$ cat config.mk
export PLATFORM = sky130hd
export DESIGN_NAME = mem_arbiter_flat
export DESIGN_NICKNAME = d
export VERILOG_FILES = /design/src/rtl/mem_arbiter_if.sv /design/src/rtl/mem_arbiter.sv /design/src/flat_wrapper.sv
export SDC_FILE = /design/constraint.sdc
export NUM_CORES = 1
export LEC_CHECK = 0
export ABC_AREA = 1
export BUFFER_PORTS_ARGS = -buffer_cell sky130_fd_sc_hd__buf_2
export CAP_MARGIN = 20
export CORE_ASPECT_RATIO = 0.7
export CORE_MARGIN = 1
export CORE_UTILIZATION = 39
export CTS_CLUSTER_SIZE = 40
export DETAILED_ROUTE_END_ITERATION = 10
export PLACE_DENSITY = 0.69
export SLEW_MARGIN = 20
export SYNTH_ARGS = -nofsm -noshare
export SYNTH_HDL_FRONTEND = slang
export SYNTH_SLANG_ARGS = --single-unit
$ cat constraint.sdc
create_clock -name clk -period 9 [get_ports clk]
set_input_delay 0.9 -clock clk [delete_from_list [all_inputs] [get_ports clk]]
set_output_delay 0.9 -clock clk [all_outputs]
set_load 0.02 [all_outputs]
$ cat src/rtl/mem_arbiter_if.sv
// Bundle of requester-side (fetch, load/store) and memory-side signals for mem_arbiter.
// Purely combinational wiring; no state lives here.
// slave modport = arbiter view, master modport = requesters + memory model view.
interface mem_arbiter_if;
    // fetch port
    logic        if_req;
    logic [31:0] if_addr;
    logic [31:0] if_rdata;
    logic        if_ack;
    // load/store port
    logic        ls_req;
    logic        ls_we;
    logic [31:0] ls_addr;
    logic [31:0] ls_wdata;
    logic [3:0]  ls_be;
    logic [31:0] ls_rdata;
    logic        ls_ack;
    // memory side
    logic        mem_en;
    logic        mem_we;
    logic [31:0] mem_addr;
    logic [31:0] mem_wdata;
    logic [3:0]  mem_be;
    logic [31:0] mem_rdata;
    // current owner, one-hot {ls, if}
    logic [1:0]  grant;

    modport slave (
        input  if_req, if_addr,
        input  ls_req, ls_we, ls_addr, ls_wdata, ls_be,
        input  mem_rdata,
        output if_rdata, if_ack,
        output ls_rdata, ls_ack,
        output mem_en, mem_we, mem_addr, mem_wdata, mem_be,
        output grant
    );

    modport master (
        output if_req, if_addr,
        output ls_req, ls_we, ls_addr, ls_wdata, ls_be,
        output mem_rdata,
        input  if_rdata, if_ack,
        input  ls_rdata, ls_ack,
        input  mem_en, mem_we, mem_addr, mem_wdata, mem_be,
        input  grant
    );
endinterface

$ cat src/rtl/mem_arbiter.sv
// Two-requester (fetch, load/store) single-port memory arbiter; ls wins ties unless MEM_ARB_ROUND_ROBIN_EN alternates them.
// Latency: ack rises WAIT_CYCLES+1 edges after the granting edge; one access in flight, no pipelining.
// Backpressure: requesters hold req until their ack; a losing requester simply waits in IDLE for the next grant.
module mem_arbiter #(
    parameter int unsigned WAIT_CYCLES = 2   // memory wait states, 0..15 (counter is 4 bits)
) (
    input  logic         clk,
    input  logic         rst,
    mem_arbiter_if.slave bus
);

    typedef enum logic [1:0] {
        IDLE   = 2'd0,
        ACCESS = 2'd1,
        RESP   = 2'd2
    } state_t;

    localparam logic [3:0] WAIT_INIT = 4'(WAIT_CYCLES);

    state_t      state;
    logic [3:0]  wait_cnt;
    logic [1:0]  grant_q;
    logic        mem_en_q;
    logic        mem_we_q;
    logic [31:0] mem_addr_q;
    logic [31:0] mem_wdata_q;
    logic [3:0]  mem_be_q;
    logic [31:0] if_rdata_q;
    logic [31:0] ls_rdata_q;
    logic        if_ack_q;
    logic        ls_ack_q;

    logic        any_req;
    logic        pick_ls;   // winner if a grant happens this edge: 1 = ls, 0 = if

    assign any_req = bus.if_req | bus.ls_req;

`ifdef MEM_ARB_ROUND_ROBIN_EN
    // Owner of the most recent grant; starts as ls so the first tie goes to fetch.
    logic last_ls;

    // On a tie, hand the access to whoever did not get the previous one.
    always_comb begin
        pick_ls = bus.ls_req;
        if (bus.if_req && bus.ls_req) begin
            pick_ls = ~last_ls;
        end
    end

    // Remember the owner at every grant so the next tie alternates.
    always_ff @(posedge clk or posedge rst) begin
        if (rst) begin
            last_ls <= 1'b1;
        end else if (state == IDLE && any_req) begin
            last_ls <= pick_ls;
        end
    end
`else
    // Fixed priority: load/store beats fetch whenever it is asking.
    always_comb begin
        pick_ls = bus.ls_req;
    end
`endif

    // Main sequencer: grant/latch in IDLE, count wait states in ACCESS, pulse ack in RESP.
    always_ff @(posedge clk or posedge rst) begin
        if (rst) begin
            state       <= IDLE;
            wait_cnt    <= 4'd0;
            grant_q     <= 2'b00;
            mem_en_q    <= 1'b0;
            mem_we_q    <= 1'b0;
            mem_addr_q  <= 32'd0;
            mem_wdata_q <= 32'd0;
            mem_be_q    <= 4'd0;
            if_rdata_q  <= 32'd0;
            ls_rdata_q  <= 32'd0;
            if_ack_q    <= 1'b0;
            ls_ack_q    <= 1'b0;
        end else begin
            case (state)
                IDLE: begin
                    if (any_req) begin
                        // Everything the memory sees is captured here, so requester
                        // inputs are free to move for the rest of the access.
                        mem_en_q <= 1'b1;
                        wait_cnt <= WAIT_INIT;
                        state    <= ACCESS;
                        if (pick_ls) begin
                            grant_q     <= 2'b10;
                            mem_we_q    <= bus.ls_we;
                            mem_addr_q  <= bus.ls_addr;
                            mem_wdata_q <= bus.ls_wdata;
                            mem_be_q    <= bus.ls_be;
                        end else begin
                            grant_q     <= 2'b01;
                            mem_we_q    <= 1'b0;
                            mem_addr_q  <= bus.if_addr;
                            mem_wdata_q <= 32'd0;
                            mem_be_q    <= 4'b1111;
                        end
                    end
                end

                ACCESS: begin
                    if (wait_cnt == 4'd0) begin
                        // Last access cycle: memory data is valid now.
                        mem_en_q <= 1'b0;
                        mem_we_q <= 1'b0;
                        state    <= RESP;
                        if (grant_q[1]) begin
                            ls_ack_q <= 1'b1;
                            // A store returns nothing; keep the last load result.
                            if (!mem_we_q) begin
                                ls_rdata_q <= bus.mem_rdata;
                            end
                        end else begin
                            if_ack_q   <= 1'b1;
                            if_rdata_q <= bus.mem_rdata;
                        end
                    end else begin
                        wait_cnt <= wait_cnt - 4'd1;
                    end
                end

                RESP: begin
                    // Single-cycle ack; owner released so IDLE can re-arbitrate next edge.
                    if_ack_q <= 1'b0;
                    ls_ack_q <= 1'b0;
                    grant_q  <= 2'b00;
                    state    <= IDLE;
                end

                default: begin
                    state    <= IDLE;
                    grant_q  <= 2'b00;
                    mem_en_q <= 1'b0;
                    mem_we_q <= 1'b0;
                    if_ack_q <= 1'b0;
                    ls_ack_q <= 1'b0;
                end
            endcase
        end
    end

    assign bus.grant     = grant_q;
    assign bus.mem_en    = mem_en_q;
    assign bus.mem_we    = mem_we_q;
    assign bus.mem_addr  = mem_addr_q;
    assign bus.mem_wdata = mem_wdata_q;
    assign bus.mem_be    = mem_be_q;
    assign bus.if_rdata  = if_rdata_q;
    assign bus.ls_rdata  = ls_rdata_q;
    assign bus.if_ack    = if_ack_q;
    assign bus.ls_ack    = ls_ack_q;

endmodule
$ cat src/flat_wrapper.sv
// flat-port wrapper written by rule: the top's interface ports become plain ports
module mem_arbiter_flat 
#(
    parameter int unsigned WAIT_CYCLES = 2                                                   
)
  (clk, rst, bus_if_req, bus_if_addr, bus_ls_req, bus_ls_we, bus_ls_addr, bus_ls_wdata, bus_ls_be, bus_mem_rdata, bus_if_rdata, bus_if_ack, bus_ls_rdata, bus_ls_ack, bus_mem_en, bus_mem_we, bus_mem_addr, bus_mem_wdata, bus_mem_be, bus_grant);
  mem_arbiter_if bus_i ();
  input  logic clk;
  input  logic rst;
  input wire logic [$bits(bus_i.if_req)-1:0] bus_if_req;
  input wire logic [$bits(bus_i.if_addr)-1:0] bus_if_addr;
  input wire logic [$bits(bus_i.ls_req)-1:0] bus_ls_req;
  input wire logic [$bits(bus_i.ls_we)-1:0] bus_ls_we;
  input wire logic [$bits(bus_i.ls_addr)-1:0] bus_ls_addr;
  input wire logic [$bits(bus_i.ls_wdata)-1:0] bus_ls_wdata;
  input wire logic [$bits(bus_i.ls_be)-1:0] bus_ls_be;
  input wire logic [$bits(bus_i.mem_rdata)-1:0] bus_mem_rdata;
  output wire logic [$bits(bus_i.if_rdata)-1:0] bus_if_rdata;
  output wire logic [$bits(bus_i.if_ack)-1:0] bus_if_ack;
  output wire logic [$bits(bus_i.ls_rdata)-1:0] bus_ls_rdata;
  output wire logic [$bits(bus_i.ls_ack)-1:0] bus_ls_ack;
  output wire logic [$bits(bus_i.mem_en)-1:0] bus_mem_en;
  output wire logic [$bits(bus_i.mem_we)-1:0] bus_mem_we;
  output wire logic [$bits(bus_i.mem_addr)-1:0] bus_mem_addr;
  output wire logic [$bits(bus_i.mem_wdata)-1:0] bus_mem_wdata;
  output wire logic [$bits(bus_i.mem_be)-1:0] bus_mem_be;
  output wire logic [$bits(bus_i.grant)-1:0] bus_grant;
  assign bus_i.if_req = bus_if_req;
  assign bus_i.if_addr = bus_if_addr;
  assign bus_i.ls_req = bus_ls_req;
  assign bus_i.ls_we = bus_ls_we;
  assign bus_i.ls_addr = bus_ls_addr;
  assign bus_i.ls_wdata = bus_ls_wdata;
  assign bus_i.ls_be = bus_ls_be;
  assign bus_i.mem_rdata = bus_mem_rdata;
  assign bus_if_rdata = bus_i.if_rdata;
  assign bus_if_ack = bus_i.if_ack;
  assign bus_ls_rdata = bus_i.ls_rdata;
  assign bus_ls_ack = bus_i.ls_ack;
  assign bus_mem_en = bus_i.mem_en;
  assign bus_mem_we = bus_i.mem_we;
  assign bus_mem_addr = bus_i.mem_addr;
  assign bus_mem_wdata = bus_i.mem_wdata;
  assign bus_mem_be = bus_i.mem_be;
  assign bus_grant = bus_i.grant;
  mem_arbiter #(.WAIT_CYCLES(WAIT_CYCLES)) u_core (.clk(clk), .rst(rst), .bus(bus_i));
endmodule
# ---- Word-level counts from Yosys, hierarchy flattened
# Index checks and enable logic that the tools add are counted.
dict set report classes {
  n_addsub 1
  eq_ne 7
  muxes 24
  bitwise_logic 6
  reduce_logical 12
}
# op count
set ops {}
lappend ops {{32-bit 2-to-1 mux} 2}
lappend ops {{3-bit AND reduction} 5}
lappend ops {{4-bit 2-to-1 mux} 3}
lappend ops {{1-bit 2-to-1 mux} 8}
lappend ops {{2-bit 2-to-1 mux} 4}
lappend ops {{2-bit one-hot mux with 2 select lines} 2}
lappend ops {{4-bit one-hot mux with 2 select lines} 1}
lappend ops {{2-bit by 1-bit != test with 1-bit output, second input constant} 3}
lappend ops {{1-bit one-hot mux with 3 select lines} 2}
lappend ops {{2-bit AND reduction} 3}
lappend ops {{1-bit NOT} 5}
lappend ops {{4-bit zero test} 1}
lappend ops {{2-bit != test, second input constant} 2}
lappend ops {{1-bit one-hot mux with 2 select lines} 2}
lappend ops {{4-bit AND reduction} 1}
lappend ops {{4-bit by 1-bit subtractor with 4-bit output, second input constant} 1}
lappend ops {{2-bit by 1-bit equality test with 1-bit output, second input constant} 1}
lappend ops {{2-bit equality test, second input constant} 1}
lappend ops {{2-bit zero test} 1}
lappend ops {{2-bit nonzero test} 1}
lappend ops {{1-bit bitwise OR} 1}
dict set report totals {
  regBits 144
  output_inout_bits 138
  wordCells 62
}

# ---- Logic depth before layout (Yosys ltp)
# Gate-level depths: netlist (run 1).
dict set report logic_depth {
  word_depth 3
  depth_mapped 9
}

# ---- Least setup slack after synthesis (run 1)
# OpenSTA, ideal clock, no wires.
dict set report synth_path {
  path_kind {input-to-reg}
  start {in bus_ls_req}
  end {reg u_core.mem_addr_q[14], in the netlist u_core.bus.mem_addr[14]}
  setup_time_ns 0.127
  arrival_time_ns 1.684
  required_ns 8.873
  setup_slack_ns 7.189
  stages 6
  n_path_buf 3
  cell_sequence {buf_2 nor2_2 nor2_2 buf_4 buf_4 a31oi_1}
}
dict set report synth_via {
  elab_chain_len 2
  word_cells_on_any_way 3
}
# element line
set synth_rtl {}
lappend synth_rtl {{start: declaration} flat_wrapper.sv:12} ;# input wire logic [$bits(bus_i.ls_req)-1:0] bus_ls_req;
lappend synth_rtl {{1-bit bitwise OR} mem_arbiter.sv:36} ;# assign any_req = bus.if_req | bus.ls_req;
lappend synth_rtl {{2-bit AND reduction (no line)} -}
lappend synth_rtl {{end signal: assignment} mem_arbiter.sv:92} ;# mem_addr_q <= bus.ls_addr;
lappend synth_rtl {{end signal: assignment} mem_arbiter.sv:98} ;# mem_addr_q <= bus.if_addr;
lappend synth_rtl {{end: declaration} mem_arbiter.sv:25} ;# logic [31:0] mem_addr_q;
# Parallel ways exist; a longest one is shown, timed or not.
# A chain may end at the register's enable or synchronous reset.

# ---- Final worst setup path (run 1)
dict set report layout_path {
  start {in bus_ls_req}
  end {reg u_core.mem_we_q, in the netlist u_core.bus.mem_we}
}
dict set report layout_via {
  elab_chain_len 3
  word_cells_on_any_way 6
}
# element line
set layout_rtl {}
lappend layout_rtl {{1-bit 2-to-1 mux / 1-bit bitwise OR (equally long branches)} {mem_arbiter.sv:89, mem_arbiter.sv:36}}
lappend layout_rtl {{1-bit 2-to-1 mux / 2-bit by 1-bit != test with 1-bit output (equally long branches)} -}
lappend layout_rtl {{1-bit one-hot mux with 3 select lines / 3-bit AND reduction (equally long branches)} -}
lappend layout_rtl {{end signal: assignment} mem_arbiter.sv:91} ;# mem_we_q <= bus.ls_we;
lappend layout_rtl {{end: declaration} mem_arbiter.sv:24} ;# logic mem_we_q;
# Parallel ways exist; a longest one is shown, timed or not. The select of a mux whose other input is x is not followed.

==> results.md, run 1 <==
| Quantity | Value |
| --- | --- |
| Outcome | finished, final reports clean |
| Sequential fraction of the synthesis area | 62.5% |
| Slew at the pin closest to its max-slew limit | 0.986 ns |
| Post-CTS Setup Repair Bufs | 0 |
| Placeable core area | 0.0142 mm² |
| Share of final-layout standard cells stronger than drive strength 1 | 36.5% |
| Number of cells produced by synthesis | 597 |
| Starting density of the core | 40.6% |
| Number of antenna violations at the first check in global routing | 0 |
| Final net count | 1002 |
| Post-synthesis average cell area | 9.66 µm² |
| Floorplan die height | 104 µm |
| Number of iterations in the first detailed-routing pass | 5 |
| Count of nets left with antenna violations after detail routing | 0 |
| Power density cells | 401 mW/mm² |
| Max Freq | 409 MHz |
| Number of cell instances on the worst register-to-register path | 5 |
| Final global-route overflow total | 0 |
| Category of the critical setup timing path | input port to flop |
| GRT Overall Usage | 19.5% |
| Maximum capacitance violations | 0 |
| Count of pins on the block boundary | 275 |
| Clock insertion delay at the later pin of the skew report | 0.40 ns |
| Unrepaired setup endpoints after global routing | no |
| Final clock period utilization by the worst path | 27.2% |
| Worst hold path cell count | 2 |
| Min-delay worst type | flop to flop |
| Area growth from synthesis to layout | 35.8% |
| Worst path required time | 9.33 ns |
| Number of clock buffers inserted by TritonCTS | 17 |
| Number of buffers between clock root and the deepest sink | 2 |
| Most common cell on crit path | nand2_1 |
| Average wire per cell in the routed design | 13.7 µm |
| Synthesized net count | 736 |
| Clock Root Buffer | clkbuf_16 |
| Full die area | 0.0153 mm² |
| Peak supply drop | 0.170 mV |
| Crit-path cells | buf_2, nand2_1, inv_1, nand2_1, nand2_1 |
| Number of buffers and inverters on the critical path | 2 |
| Slowest stage cell on the critical path | inv_1 |
| Post-layout min period | 2.45 ns |
| Vias in the first global route | 4772 |
| Fin util | 55.2% |
| Leading cell types in the layout, fill and taps excluded | buf_2 (274), nand2_1 (209), dfrtp_1 (144) |
| Leakage Power | 4.28 nW |
| Setup violators final | 0 |
| Count of state elements after synthesis | 144 |
| Routed WL | 14.6 mm |
| First-pass GRT wire length | 23.8 mm |
| Routing usage on met1 | 26.9% |
| Most frequent standard cell in the layout excluding fill and tap cells | buf_2 |
| Largest fanout of any net on the critical path | 37 |
| Setup TNS | 0 ns |
| Number of antenna diodes | 0 |
| Worst slew margin relative to its limit | 34.2% |
| Maximum number of pins on one net before global-route repair | 84 |
| Detailed Route Iter0 Violations | 329 |
| Count of buffers from port buffering | 274 |
| Total standard cell area after synthesis | 0.00576 mm² |
| Inst Count DP | 1034 |
| Via count of the routed design | 4978 |
| Sinks on the clock net | 144 |
| Crit end category | flop |
| Number of hold violations in the final report | 0 |
| Number of hold buffers added after cts | 0 |
| Met2 track demand over resource | 31.0% |
| Global routing usage on met3 | 4.93% |
| Delay of the slowest cell on the worst path | 0.78 ns |
| Signal arrival time at the worst endpoint | 2.78 ns |
| Quantity of gates resized following cts | 0 |
| CTS H-Tree Depth | 4 |
| Vias per std cell | 4.67 |
| Total number of yosys warnings | 0 |
| Row Count | 36 |
| Final-report max-slew violation count | 0 |
| Dominant delay contributor by cell family on the critical path | buffers and inverters |
| Final routed DRC violation total | 0 |
| Non-filler cells, final | 1066 |
| Distinct cell type count after synthesis | 24 |
| Clock tree from TritonCTS | yes |
| Type of origin of the critical path | input port |
| Routability congestion estimate | 0.790 |
| Fin Clk Skew | 0.00945 ns |
| Number of stages on the worst setup path | 5 |
| Layer with the highest usage | met2 |
| Chip Width | 147 µm |
| Clock input transition at the sequential cells of the worst setup and hold paths | 0.06 ns |
| DP HPWL | 10.3 mm |
==> worst min-delay path, cell delays in order (launching register included) <==
cell and delay, ns:
dfrtp_1 0.33, nand2_1 0.05, nand2_1 0.05
==> flip-flops by register name, indices dropped and copies added, names as in the netlist <==
register              flops
u_core.bus.ls_rdata      32
u_core.bus.mem_addr      32
u_core.bus.grant          2
u_core.bus.mem_en         1
u_core.bus.if_ack         1
u_core.bus.mem_wdata     32
u_core.wait_cnt           4
u_core.bus.mem_we         1
u_core.bus.mem_be         4
u_core.bus.ls_ack         1
u_core.state              2
u_core.bus.if_rdata      32
==> Yosys cell counts, drive strengths merged <==
cell type  count  area (µm²)
nand2        211         797
dfrtp        144        3600
inv           45         169
nor2          42         170
o21ai         40         204
a22o          32         280
a31oi         32         200
buf           23         164
clkbuf        10        37.5
nand3          6        30.0
o22a           4        35.0
ha             2        25.0
nand4          2        12.5
a21oi          1        5.00
nor3           1        16.3
o22ai          1        6.26
xor2           1        8.76
==> worst paths after layout <==
check	slack, ns	end	start
max	6.55	u_core.bus.mem_we	bus_ls_req
min	0.46	u_core.bus.ls_rdata[3]	u_core.bus.ls_rdata[3]
max reg2reg	7.02	u_core.bus.mem_we	u_core.state[1]
min reg2reg	0.46	u_core.bus.ls_rdata[3]	u_core.bus.ls_rdata[3]
max in group asynchronous	7.11	u_core.bus.mem_wdata[1]	rst
min in group asynchronous	0.64	u_core.bus.mem_addr[0]	rst
==> power breakdown <==
group          total (mW)  switching (mW)  internal (mW)
logic                1.30           0.856          0.447
clock network       0.699           0.277          0.422
registers            1.13           0.172          0.962
total                3.14            1.31           1.83
==> cell type report <==
class / instances / area [µm²]
multi-input combinational: 375 / 1800
timing repair buffer: 280 / 1420
clock inverter: 13 / 153
sequential: 144 / 3600
fill: 1285 / 6360
inverter: 45 / 174
tap: 190 / 238
clock buffer: 19 / 443
==> stage by stage <==
stage / power (mW) / area, µm² / setup WS [ns] / hold WS, ns
after floorplan: 2.00 / 5760 / 4.23 / 0.467
after detailed placement: 2.46 / 7230 / 6.13 / 0.453
after global placement: 2.43 / 7230 / 6.23 / 0.448
after CTS: 3.17 / 7830 / 6.56 / 0.468
final: 3.14 / 7830 / 6.55 / 0.462
after global routing: 3.35 / 7830 / 6.39 / 0.476
==> routing by layer <==
layer	vias to the layer above	routed length, µm
met5	-	0
met1	2323	6810
li1	2456	-
met4	0	56
met2	195	6810
met3	4	938
==> cells by family after synthesis <==
kind of cell	Yosys count	synth area share, %
and+or+nand+nor	262	17.8
DFF	144	62.5
AOI/OAI and AO/OA	110	12.7
buffers and inverters	78	6.42
adders and majority gates	2	0.434
xor gates and xnor gates	1	0.152
No activity file was read; power rests on OpenSTA's default activity.
==> run 2: changes to the inputs <==
ABC_AREA = 0   (was 1)
PLACE_DENSITY = 0.71   (was 0.69)
clock period = 2 ns   (was 9 ns; I/O delays follow)
==> run 2 against run 1 <==
  * Area after synthesis up 2.4%
  * Final cell count decreased by 14%
  * Hold slack worse by 0.45 ns
  * Largest cell class unchanged
  * Sequential share of layout area is 2.3 points lower
  * Final area grew 5.4%
  * Clock skew rose by 0.0034 ns
  * Core utilization rose by 0.85 points
  * Combinational power increased to 4.7 times the previous value
==> results.md, run 2 <==
| Quantity | Value | Change |
| --- | --- | --- |
| Count leader, synth | dfrtp_1 | was nand2_1 |
| Final standard cell area without fillers | 0.00825 mm² | was 0.00783 mm² |
| Delay of the slowest cell on the worst path | 0.47 ns | was 0.78 ns |
| Async set-reset flop share out of synthesis | 100% | unchanged |
| First-pass GRT wire length | 24.0 mm | was 23.8 mm |
| Clock input transition at the sequential cells of the worst setup and hold paths | 0.07 ns | was 0.06 ns |
| Number of iterations in the first detailed-routing pass | 4 | was 5 |
| Worst-case setup slack after placement | 0.184 ns | was 6.13 ns |
| Multi-input logic area | 0.00209 mm² | was 0.00180 mm² |
| Sinks on the clock net | 144 | unchanged |
| Signal arrival time at the worst endpoint | 2.09 ns | was 2.78 ns |
| Slew at the pin closest to its max-slew limit | 0.471 ns | was 0.986 ns |
| Synth top area cells | dfrtp_1 (61%), mux2_4 (7.6%), mux2_2 (6.1%) | was dfrtp_1 (63%), nand2_1 (14%), a22o_1 (4.9%) |
| Outcome | finished, final reports clean | unchanged |
| Starting density of the core | 40.1% | was 40.6% |
| Area growth from synthesis to layout | 39.8% | was 35.8% |
| Number of hold violations in the final report | 0 | unchanged |
| Number of buffers between clock root and the deepest sink | 2 | unchanged |
| Full die area | 0.0156 mm² | was 0.0153 mm² |
| Number of antenna diodes | 0 | unchanged |
| Final routed DRC violation total | 0 | unchanged |
| Max Freq | 557 MHz |  |
| Count of buffers from port buffering | 274 | unchanged |
| Worst slew margin relative to its limit | 68.5% | was 34.2% |
| Clock Root Buffer | clkbuf_16 | unchanged |
| Detailed Route Iter0 Violations | 177 | was 329 |
| Layer with the highest usage | met2 | unchanged |
| Number of antenna violations at the first check in global routing | 0 | unchanged |
| Final-report max-slew violation count | 0 | unchanged |
| Number of cells produced by synthesis | 412 | was 597 |
| Leading cell types in the layout, fill and taps excluded | buf_2 (274), dfrtp_1 (144), o21ai_0 (69) | was buf_2 (274), nand2_1 (209), dfrtp_1 (144) |
| Routing usage on met1 | 25.0% | was 26.9% |
| Commonest cells in the synthesized netlist | dfrtp_1 (144), o21ai_0 (69), a22o_1 (33), mux2i_1 (33), mux2_2 (32) | was nand2_1 (209), dfrtp_1 (144), inv_1 (45) |
| Clock tree from TritonCTS | yes | unchanged |
| Most frequent standard cell in the layout excluding fill and tap cells | buf_2 | unchanged |
| Fin util | 56.0% | was 55.2% |
| Crit-path cells | buf_4, o21bai_4, or2_2, buf_4, a22o_1 | was buf_2, nand2_1, inv_1, nand2_1, nand2_1 |
| Most common cell on crit path | buf_4 | was nand2_1 |
| Post-layout min period | 1.80 ns |  |
| Unrepaired setup endpoints after global routing | no | unchanged |
| Sequential fraction of the synthesis area | 61.1% | was 62.5% |
| Routed WL | 14.9 mm | was 14.6 mm |
| Largest fanout of any net on the critical path | 47 | was 37 |
| GRT Overall Usage | 19.8% | was 19.5% |
| Dominant delay contributor by cell family on the critical path | buffers and inverters | unchanged |
| Type of origin of the critical path | flop | was input port |
| Distinct cell type count after synthesis | 36 | was 24 |
| Power density cells | 1730 mW/mm² | was 401 mW/mm² |
| Average wire per cell in the routed design | 16.2 µm | was 13.7 µm |
| Count of state elements after synthesis | 144 | unchanged |
| Quantity of gates resized following cts | 0 | unchanged |
| Min-delay worst type | input port to flop | was flop to flop |
| Routability congestion estimate | 0.806 | was 0.790 |
| Mux cell area share after synthesis | 19.7% | was 0% |
| CTS H-Tree Depth | 4 | unchanged |
| Post-Synth XOR/XNOR Area | 0% | was 0.152% |
| Setup violators final | 0 | unchanged |
| Min setup slack post-route | 0.203 ns | was 6.55 ns |
| Total number of yosys warnings | 0 | unchanged |
| Post-synthesis share of cell area spent on full adders, half adders and majority gates | 0.424% | was 0.434% |
| Share of Yosys cell area claimed by the top area cell type | 61.1% | was 62.5% |
| Global routing usage on met3 | 4.45% | was 4.93% |
| Maximum number of pins on one net before global-route repair | 86 | was 84 |
| Final net count | 849 | was 1002 |
| Ys flop type | dfrtp_1 | unchanged |
| Leakage Power | 4.27 nW | was 4.28 nW |
| Total standard cell area after synthesis | 0.00590 mm² | was 0.00576 mm² |
| Clock insertion delay at the later pin of the skew report | 0.41 ns | was 0.40 ns |
| Floorplan die height | 105 µm | was 104 µm |
| Final global-route overflow total | 0 | unchanged |
| DP HPWL | 10.7 mm | was 10.3 mm |
| Post-synthesis average cell area | 14.3 µm² | was 9.66 µm² |
| Maximum capacitance violations | 0 | unchanged |
| Cell area after placement | 0.00748 mm² | was 0.00723 mm² |
| FF+latch area | 0.00360 mm² | unchanged |
| Most area-hungry cell type in the Yosys netlist | dfrtp_1 | unchanged |
| Via count of the routed design | 4544 | was 4978 |
| Final clock period utilization by the worst path | 89.8% |  |
| Vias in the first global route | 4685 | was 4772 |
| Total of fill cells in the finished design | 1248 | was 1285 |
| Category of the critical setup timing path | flop to flop | was input port to flop |
| Row Count | 37 | was 36 |
| Simple-gate share of the synthesized area | 2.69% | was 17.8% |
| Combinational family with the most area after synthesis | multiplexers | was simple AND/OR/NAND/NOR gates |
| Vias per std cell | 4.95 | was 4.67 |
| Fin Clk Skew | 0.0129 ns | was 0.00945 ns |
| Number of buffers and inverters on the critical path | 2 | unchanged |
| Synthesized net count | 551 | was 736 |
| Compound-Gate Fraction of Synth Area | 12.5% | was 12.7% |
| Post-synth EDFFs | 0 | unchanged |
| Peak supply drop | 0.744 mV | was 0.170 mV |
| Worst path required time | 2.30 ns | was 9.33 ns |
| Slowest stage cell on the critical path | dfrtp_1 | was inv_1 |
| Placeable core area | 0.0147 mm² | was 0.0142 mm² |
| Number of clock buffers inserted by TritonCTS | 17 | unchanged |
| Count of nets left with antenna violations after detail routing | 0 | unchanged |
| Met2 track demand over resource | 33.7% | was 31.0% |
| Crit end category | flop | unchanged |
| Share of final-layout standard cells stronger than drive strength 1 | 53.7% | was 36.5% |
| Count of pins on the block boundary | 275 | unchanged |
| Chip Width | 149 µm | was 147 µm |
run 2: cell types whose count changed after synthesis, moves of 6 or more:
cell	delta
a31oi_1	-32
buf_4	-6
inv_1	-39
mux2_2	+32
mux2_4	+30
mux2i_1	+33
nand2_1	-207
nor2_1	-36
o21ai_0	+35
run 2: path summary, 6_finish.rpt:
kind,end,startpoint,slack (ns),depth (start not counted)
setup / recovery,u_core.bus.mem_wdata[10],u_core.state[1],0.20,5
setup reg to reg,u_core.bus.mem_wdata[10],u_core.state[1],0.20,5
max in group asynchronous,u_core.bus.mem_wdata[19],rst,1.12,4
min in group asynchronous,u_core.bus.ls_rdata[8],rst,0.46,4
hold / removal,u_core.bus.mem_wdata[8],bus_ls_wdata[8],0.01,2
hold reg to reg,u_core.bus.mem_en,u_core.bus.mem_en,0.49,1
run 2: report_power, final:
| group | internal, mW | total [mW] | switching, mW |
|---|---|---|---|
| sequential | 4.32 | 5.10 | 0.782 |
| combinational | 2.57 | 6.16 | 3.59 |
| clock | 1.66 | 2.98 | 1.33 |
| total | 8.55 | 14.2 | 5.69 |
run 2: layout make-up:
| class | count | share of cell area (%) |
|---|---|---|
| flip-flops and latches | 144 | 43.7 |
| multi-input cells | 233 | 25.3 |
| repair buffers | 308 | 21.0 |
| clock buffers | 18 | 5.33 |
| well taps | 195 | 2.96 |
| clock inverters | 14 | 1.44 |
| inverters | 6 | 0.319 |
run 2: worst register-to-register path, stage by stage, from the launching register on:
cell,delay [ns]
dfrtp_1,0.47
buf_4,0.20
o21bai_4,0.16
or2_2,0.28
buf_4,0.27
a22o_1,0.30
run 2: logic make-up after synthesis:
kind of cell    after synthesis
mux                          97
buf+inv                      35
compound gates              114
fa+ha+maj                     2
flops                       144
simple gates                 20
run 2: routing by layer:
metal | routed length, µm | share of wire, %
met5 | 0 | 0
met3 | 964 | 6.5
met4 | 194 | 1.3
met1 | 6390 | 43
met2 | 7340 | 49
run 2: timing repair:
action / in CTS / in global routing
hold endpoints to repair: 164 / 0
buffers inserted: 0 / 0
hold buffers: 21 / 0
endpoints found under the setup margin: 0 / 0
run 2: through the flow:
step	total power [mW]	instances	hold WS, ns	TNS (ns)
CTS	14.4	918	0.000761	0
floorplan	9.16	412	0.326	-0.726
global route	15.1	918	0.000183	0
detailed placement	11.3	865	0.347	0
global placement	11.1	865	0.343	0
finish	14.2	918	0.0138	0
==> run 3: changes to the inputs <==
ABC_AREA = 1   (was 0)
CTS_BUF_LIST = sky130_fd_sc_hd__clkbuf_4 sky130_fd_sc_hd__clkbuf_8 sky130_fd_sc_hd__clkbuf_16   (was not set)
PLACE_DENSITY = 0.72   (was 0.71)
==> run 3 against run 2 <==
  * Final area grew 1.2%
  * Core utilization up 2.8 points
  * Critical path depth rose by 1
  * Clock-buffer cell count unchanged
  * Combinational power shrank 2%
  * Via count grew 14%
  * First-iteration DRC count rose by 43%
  * Flip-flop and latch count unchanged
  * Clock power up 4%
  * Register-to-register slack gained 0.25 ns
  * Maximum frequency rose by 16%
  * Clock skew grew 0.0011 ns
  * Highest routed layer unchanged
==> results.md, run 3 (synthesis results as in run 1) <==
| Quantity | Value | Change |
| --- | --- | --- |
| Final clock period utilization by the worst path | 77.4% | was 89.8% |
| First-pass GRT wire length | 25.8 mm | was 24.0 mm |
| Final standard cell area without fillers | 0.00834 mm² | was 0.00825 mm² |
| Capturing element of the worst setup path | u_core.bus.mem_addr[24] | was u_core.bus.mem_wdata[10] |
| Number of hold violations in the final report | 0 | unchanged |
| Routability congestion estimate | 0.817 | was 0.806 |
| FF+latch area | 0.00360 mm² | unchanged |
| Setup violators final | 0 | unchanged |
| Crit end category | flop | unchanged |
| Final net count | 1050 | was 849 |
| Leading cell types in the layout, fill and taps excluded | buf_2 (274), nand2_1 (209), dfrtp_1 (144) | was buf_2 (274), dfrtp_1 (144), o21ai_0 (69) |
| Number of antenna diodes | 0 | unchanged |
| Unrepaired setup endpoints after global routing | no | unchanged |
| Sinks on the clock net | 144 | unchanged |
| Worst-case setup slack after placement | 0.449 ns | was 0.184 ns |
| Area growth from synthesis to layout | 44.8% | was 39.8% |
| CTS H-Tree Depth | 4 | unchanged |
| Slew at the pin closest to its max-slew limit | 0.446 ns | was 0.471 ns |
| Maximum capacitance violations | 0 | unchanged |
| Final global-route overflow total | 0 | unchanged |
| Number of buffers between clock root and the deepest sink | 2 | unchanged |
| Category of the critical setup timing path | flop to flop | unchanged |
| Register-to-Register Setup Slack | 0.45 ns | was 0.20 ns |
| Non-filler cells, final | 1114 | was 918 |
| Outcome | finished, final reports clean | unchanged |
| Number of iterations in the first detailed-routing pass | 5 | was 4 |
| Vias per std cell | 4.66 | was 4.95 |
| Floorplan die height | 104 µm | was 105 µm |
| Signal arrival time at the worst endpoint | 1.87 ns | was 2.09 ns |
| Average wire per cell in the routed design | 14.2 µm | was 16.2 µm |
| Beginning of the critical path | u_core.state[0] | was u_core.state[1] |
| Starting density of the core | 40.6% | was 40.1% |
| Multi-input logic area | 0.00180 mm² | was 0.00209 mm² |
| Clock Root Buffer | clkbuf_16 | unchanged |
| Share of final-layout standard cells stronger than drive strength 1 | 35.4% | was 53.7% |
| Vias in the first global route | 5145 | was 4685 |
| RR Endpoint | u_core.bus.mem_addr[24] | was u_core.bus.mem_wdata[10] |
| PnR Total Power | 14.3 mW | was 14.2 mW |
| Leakage Power | 4.49 nW | was 4.27 nW |
| Full die area | 0.0153 mm² | was 0.0156 mm² |
| Worst path required time | 2.32 ns | was 2.30 ns |
| Number of antenna violations at the first check in global routing | 0 | unchanged |
| Count of pins on the block boundary | 275 | unchanged |
| Count of buffers from port buffering | 274 | unchanged |
| Power density cells | 1710 mW/mm² | was 1730 mW/mm² |
| Quantity of gates resized following cts | 0 | unchanged |
| Detailed Route Iter0 Violations | 253 | was 177 |
| Final-report max-slew violation count | 0 | unchanged |
| Placeable core area | 0.0142 mm² | was 0.0147 mm² |
| Post-CTS Setup Repair Bufs | 0 | unchanged |
| Largest fanout of any net on the critical path | 42 | was 47 |
| Count of nets left with antenna violations after detail routing | 0 | unchanged |
| Min setup slack post-route | 0.452 ns | was 0.203 ns |
| Fin util | 58.8% | was 56.0% |
| Post-layout min period | 1.55 ns | was 1.80 ns |
| Maximum number of pins on one net before global-route repair | 80 | was 86 |
| Setup TNS | 0 ns | unchanged |
| Routed WL | 15.8 mm | was 14.9 mm |
| Clock input transition at the sequential cells of the worst setup and hold paths | 0.07 ns | about the same |
| Critical R2R Launch | u_core.state[0] | was u_core.state[1] |
| Type of origin of the critical path | flop | unchanged |
| Row Count | 36 | was 37 |
| Clock insertion delay at the later pin of the skew report | 0.41 ns | about the same |
| Most frequent standard cell in the layout excluding fill and tap cells | buf_2 | unchanged |
| DP HPWL | 10.9 mm | was 10.7 mm |
| Chip Width | 147 µm | was 149 µm |
| Worst slew margin relative to its limit | 70.3% | was 68.5% |
| Final routed DRC violation total | 0 | unchanged |
| Clock tree from TritonCTS | yes | unchanged |
| Number of hold buffers added after cts | 42 | was 21 |
| Number of cell instances on the worst register-to-register path | 6 | was 5 |
| Number of clock buffers inserted by TritonCTS | 17 | unchanged |
| Inst Count DP | 1040 | was 865 |
| Max Freq | 646 MHz | was 557 MHz |
| Fin Clk Skew | 0.0140 ns | was 0.0129 ns |
| Total of fill cells in the finished design | 1232 | was 1248 |
| GRT Overall Usage | 21.4% | was 19.8% |
| Final Hold Slack | 0.0172 ns | was 0.0138 ns |
| Min-delay worst type | input port to flop | unchanged |
| Peak supply drop | 0.873 mV | was 0.744 mV |
| Via count of the routed design | 5193 | was 4544 |
| Cell area after placement | 0.00734 mm² | was 0.00748 mm² |
-- run 3: how the worst min path moves through the flow --
stage | from | depth (start not counted) | slack (ns) | end
after floorplan | bus_ls_we | 2 | 0.32 | u_core.bus.mem_we
after global placement | rst | 3 | 0.37 | u_core.bus.mem_addr[29]
after detailed placement | rst | 3 | 0.36 | u_core.bus.mem_addr[29]
after CTS | bus_ls_wdata[14] | 2 | 0.0002 | u_core.bus.mem_wdata[14]
after global routing | bus_ls_wdata[16] | 2 | 0.007 | u_core.bus.mem_wdata[16]
final | bus_ls_we | 3 | 0.02 | u_core.bus.mem_we
-- run 3: worst max-delay path: stages, from the launching register on --
cell	delay, ns
dfrtp_1	0.39
inv_1	0.14
nand2_1	0.13
nor2_4	0.33
buf_12	0.25
nor2_1	0.06
a31oi_1	0.16
-- run 3: cell type report --
cell class / count / area share, %
flip-flops and latches: 144 / 43.2
repair buffers: 328 / 23.3
multi-input cells: 375 / 21.6
clock buffers: 18 / 5.26
well taps: 190 / 2.85
inverters: 45 / 2.07
clock inverters: 14 / 1.75
-- run 3: per-layer routing --
layer  part of all wire, %  track usage [%]  wire length (µm)
met1                    47             29.2              7370
met5                     0                0                 0
met2                    47             33.6              7430
met3                   5.5             5.33               862
met4                  0.72             6.33               114
-- run 3: power breakdown --
group	switching (mW)	total (mW)	leakage [nW]	internal, mW
Combinational	3.91	6.05	2.49	2.15
Clock	1.31	3.10	0.282	1.79
Sequential	0.792	5.12	1.72	4.33
